==> src/rtl/handshake_ctrl_pkg.sv <==
// -----------------------------------------------------------------------------
// handshake_ctrl_pkg
// Shared types for the two-phase micropipeline stage controller.
//   hs_state_e : controller FSM state (IDLE, COUNT)
//   CNT_W      : width of the matched-delay counter
//   hs_cnt_t   : matched-delay counter type
// -----------------------------------------------------------------------------
package handshake_ctrl_pkg;

   typedef enum logic {IDLE, COUNT} hs_state_e;

   localparam int unsigned CNT_W = 16;

   typedef logic [CNT_W-1:0] hs_cnt_t;

endpackage : handshake_ctrl_pkg

==> src/rtl/hs_sync_2ff.sv <==
// -----------------------------------------------------------------------------
// hs_sync_2ff
// Generic two-flop synchroniser for a single-bit level, synchronous
// active-low reset to 0.
// Ports:
//   i_clk   : destination clock
//   i_rst_n : synchronous active-low reset
//   i_d     : asynchronous input level
//   o_q     : synchronised level (two cycles of latency)
// -----------------------------------------------------------------------------
module hs_sync_2ff (
   input  logic i_clk,
   input  logic i_rst_n,
   input  logic i_d,
   output logic o_q
);

   logic r_meta;
   logic r_sync;

   always_ff @(posedge i_clk) begin
      if (!i_rst_n) begin
         r_meta <= 1'b0;
         r_sync <= 1'b0;
      end else begin
         r_meta <= i_d;
         r_sync <= r_meta;
      end
   end

   assign o_q = r_sync;

endmodule : hs_sync_2ff

==> src/rtl/handshake_ctrl.sv <==
// -----------------------------------------------------------------------------
// handshake_ctrl
// Two-phase (transition-signalling) micropipeline stage controller. A token
// arriving on req_in_i is committed when the stage is free, held for a
// matched delay of DELAY cycles, then forwarded downstream (req_out_o) and
// acknowledged upstream (ack_in_o) on the same edge.
// Parameters:
//   DELAY     : matched delay in cycles, 0..65535
// Ports:
//   clk_i     : clock, rising edge
//   rst_ni    : synchronous active-low reset
//   req_in_i  : upstream request (two-phase)
//   ack_out_i : downstream acknowledge (two-phase)
//   req_out_o : downstream request (two-phase, registered)
//   ack_in_o  : upstream acknowledge (two-phase, registered)
// Build option:
//   HANDSHAKE_CTRL_SYNC_INPUTS_EN : pass req_in_i/ack_out_i through 2-flop
//   synchronisers (adds 2 cycles to every latency).
// -----------------------------------------------------------------------------
module handshake_ctrl
   import handshake_ctrl_pkg::*;
#(
   parameter int unsigned DELAY = 25
) (
   input  logic clk_i,
   input  logic rst_ni,
   input  logic req_in_i,
   input  logic ack_out_i,
   output logic req_out_o,
   output logic ack_in_o
);

   localparam bit      ZERO_DELAY = (DELAY == 0);
   localparam hs_cnt_t LOAD_VAL   = ZERO_DELAY ? '0 : hs_cnt_t'(DELAY - 1);

   logic w_req_in;
   logic w_ack_out;

`ifdef HANDSHAKE_CTRL_SYNC_INPUTS_EN
   hs_sync_2ff u_sync_req (
      .i_clk   (clk_i),
      .i_rst_n (rst_ni),
      .i_d     (req_in_i),
      .o_q     (w_req_in)
   );

   hs_sync_2ff u_sync_ack (
      .i_clk   (clk_i),
      .i_rst_n (rst_ni),
      .i_d     (ack_out_i),
      .o_q     (w_ack_out)
   );
`else
   assign w_req_in  = req_in_i;
   assign w_ack_out = ack_out_i;
`endif

   hs_state_e r_state;
   hs_cnt_t   r_cnt;
   logic      r_req_out;
   logic      r_ack_in;

   logic w_pending;
   logic w_free;
   logic w_commit;

   // Two-phase rule: an unmatched transition on one side is an open token.
   assign w_pending = (w_req_in != r_ack_in);
   assign w_free    = (w_ack_out == r_req_out);
   assign w_commit  = (r_state == IDLE) && w_pending && w_free;

   always_ff @(posedge clk_i) begin
      if (!rst_ni) begin
         r_state   <= IDLE;
         r_cnt     <= '0;
         r_req_out <= 1'b0;
         r_ack_in  <= 1'b0;
      end else begin
         case (r_state)
            IDLE: begin
               if (w_commit) begin
                  if (ZERO_DELAY) begin
                     r_req_out <= ~r_req_out;
                     r_ack_in  <= ~r_ack_in;
                  end else begin
                     r_cnt   <= LOAD_VAL;
                     r_state <= COUNT;
                  end
               end
            end
            COUNT: begin
               // Committed token always fires; inputs are ignored here.
               if (r_cnt == '0) begin
                  r_req_out <= ~r_req_out;
                  r_ack_in  <= ~r_ack_in;
                  r_state   <= IDLE;
               end else begin
                  r_cnt <= r_cnt - hs_cnt_t'(1);
               end
            end
            default: r_state <= IDLE;
         endcase
      end
   end

   assign req_out_o = r_req_out;
   assign ack_in_o  = r_ack_in;

   // A downstream ack transition is only legal while a forwarded token is
   // outstanding (previous ack differs from req_out).
   property p_no_spurious_ack;
      @(posedge clk_i) disable iff (!rst_ni)
         $changed(w_ack_out) |-> ($past(w_ack_out) != r_req_out);
   endproperty

   a_no_spurious_ack : assert property (p_no_spurious_ack);

endmodule : handshake_ctrl

==> config.mk <==
export PLATFORM = sky130hd
export DESIGN_NAME = handshake_ctrl
export DESIGN_NICKNAME = d
export VERILOG_FILES = /design/src/rtl/handshake_ctrl_pkg.sv /design/src/rtl/hs_sync_2ff.sv /design/src/rtl/handshake_ctrl.sv
export SDC_FILE = /design/constraint.sdc
export NUM_CORES = 1
export LEC_CHECK = 0
export BUFFER_PORTS_ARGS = -buffer_cell sky130_fd_sc_hd__buf_2
export CORE_ASPECT_RATIO = 1.25
export CORE_MARGIN = 2
export CORE_UTILIZATION = 35
export DETAILED_ROUTE_END_ITERATION = 8
export SLEW_MARGIN = 20
export SYNTH_ARGS = -nofsm -noshare
export SYNTH_HDL_FRONTEND = slang
export SYNTH_HIERARCHICAL = 1
export SYNTH_SLANG_ARGS = --single-unit
export TNS_END_PERCENT = 10
==> constraint.sdc <==
create_clock -name clk_i -period 2.5 [get_ports clk_i]
set_input_delay 0.5 -clock clk_i [delete_from_list [all_inputs] [get_ports clk_i]]
set_output_delay 0.5 -clock clk_i [all_outputs]
set_load 0.1 [all_outputs]
==> run metrics <==
outcome completed; Mapped Nets 129; post-synthesis sequential element count 19; CP Max Fanout 15; max-cap violations 0; post-cts repair resize count 0; Core Area 2970 um^2; gpl congestion 0.835; Peak Freq 0.478 GHz; share of post-route cells with drive strength above 1 0.131; synthesized area 1100 um^2; Num CTS Buffers 3; startpoint types register; largest net degree at the start of global routing 23; die height 66.6 um; IO Port Bufs 5; H-tree depth 1; Setup Fix Bufs, Post-CTS 0; Most used DFF post-synth dfxtp_1; routed vias 939; Async SR Flop Fraction 0; clock sinks 19; Clk Latency, worst-skew pair 310 ps; row cnt 22; crit path cell chain inv_1 -> ha_1 -> nor4b_1 -> and4_1 -> a211oi_1 -> o221a_2; post-route cell area 1190 um^2; post-synthesis sequential area ratio 0.347; Worst EP arrival 2300 ps; GRT Util Overall 0.147; nets 136; period utilization 0.837; final wirelength 2280 um; Period minus WS final 2090 ps; first-pass GRT wire length 3830 um; Die X 54.1 um; worst hold-check path type in -> reg; fraction of synthesized area in multiplexers 0.0821; Util after Layout 0.400; ant diodes 0; Die ar. 3600 um^2; WP buf/inv 1; simple-gate area share of the yosys netlist 0.358; drt via density 5.66; Worst Setup End Kind register; ranking of synthesized cells by area dfxtp_1 35%, mux2i_1 8.2%, nand2b_1 6.3%, nand2_1 4.4%, nor3_1 3.2%; placed insts 162; CTS tree done; YS warnings 6; Post-route DRC 0; global route overflow 0; Hold Vio Cnt, Final 0; EDFF count, synth 0; area leader, netlist dfxtp_1; Cells after Synth 124; Worst Path Class, Setup reg -> reg; Adder-Cell Fraction of Synth Area 0.0114; Finished Layout Cells 166; Syn-to-layout area delta 8.44%; Worst slew margin 0.365; antenna-violating nets left 0; compound-gate portion of the synthesized area 0.125; CP required 2710 ps; TritonRoute pass-1 iters 4; dpl hpwl 1600 um; Max Slew Vio Count 0; initial antenna violation count 0; cell family with most CP delay simple AND/OR/NAND/NOR gates; dpl cell area 1160 um^2; num ports 6; Initial Util 0.369; number of global-route vias before repair 856; worst-margin pin slew 952 ps; unrepaired setup endpoints after global routing no; combinational family with the most area after synthesis simple AND/OR/NAND/NOR gates; Setup TNS 0 ps; Worst path slowest cell and4_1; Final Skew 8.26 ps; wire length per cell 13.7 um; largest stage delay on the critical path 600 ps; CTS Buffer Depth 2; Syn Area/Cell 8.85 um^2; Post-Synth XOR/XNOR Area 0.0319; Yosys cell types 41; CTS clk-pin slew, worst paths 110 ps; top cell type's share of synthesized area 0.347; Hold Buf Count CTS 0; setup violators final 0; root buf cell clkbuf_4; DRT iter0 DRCs 25
final timing paths:
kind                     startpoint                endpoint  slack (ps)  cells after the start
max           r_cnt[0]$_SDFFE_PN0P_   r_cnt[4]$_SDFFE_PN0P_         410                      6
min                          rst_ni   r_cnt[4]$_SDFFE_PN0P_         460                      2
max reg2reg   r_cnt[0]$_SDFFE_PN0P_   r_cnt[4]$_SDFFE_PN0P_         410                      6
min reg2reg  r_cnt[12]$_SDFFE_PN0P_  r_cnt[12]$_SDFFE_PN0P_         500                      2
final cells by class:
class	instances	area, um^2
Clock buffer	4	26.3
Tap cell	36	45.0
Inverter	4	15.0
Timing Repair Buffer	9	55.1
Multi-Input combinational cell	94	668
Fill cell	298	1780
Sequential cell	19	380
sequential cells by signal (all words and copies together) (netlist names):
signal	cells
r_cnt	16
ack_in_o	1
r_state	1
req_out_o	1
Yosys cell counts, types with 2 or more instances:
master / count
nand2b_1: 11
nand3_1: 2
inv_1: 4
or4_1: 3
mux2i_1: 9
nor4b_1: 4
clkbuf_1: 3
buf_2: 3
dfxtp_1: 19
o311ai_0: 2
nand4b_1: 3
a21oi_1: 3
nand2_1: 13
o41ai_1: 2
nor4_1: 4
nor3_1: 7
a31oi_1: 2
nor2_1: 5
xnor2_1: 3
kinds of logic after synthesis:
logic type	Yosys count
AO/OA/AOI/OAI	18
XOR/XNOR	4
adder cells (fa/ha/maj)	1
buffers and inverters	11
flip-flops	19
multiplexers	9
AND/OR/NAND/NOR	62
routing by layer:
layer / GRT usage / share of wire / vias up
li1: - / - / 478
met1: 0.177 / 0.47 / 438
met2: 0.238 / 0.45 / 18
met3: 0.0269 / 0.047 / 5
met4: 0.0844 / 0.024 / 0
met5: 0 / 0 / -
worst reg2reg max path, delay by kind of cell, from the launching register on:
kind,cells,cell delay [ps]
simple gates,2,910
buf+inv,1,90
flops,1,370
fa+ha+maj,1,200
compound gates,2,410
per-stage QoR:
step	setup WS (ps)	hold slack, ps
floorplan	236	456
global placement	481	469
detailed placement	446	482
CTS	396	451
global route	186	434
finish	408	455
cell usage in the layout (no fill, tap or decap), types with 2 or more instances in the layout:
master,instances
nor2_1,5
nand2b_1,11
nand2_1,13
dfxtp_1,19
or4_1,3
a31oi_1,2
nor4_1,4
xnor2_1,3
a21oi_1,3
nand4b_1,3
o41ai_1,2
nand3_1,2
nor4b_1,4
clkbuf_4,3
o311ai_0,2
buf_4,4
nor3_1,7
inv_1,4
mux2i_1,9
buf_2,5
Power is left out: the tool's default activity adds up to more than one toggle a clock period on the data nets, which glitch-free logic cannot reach.
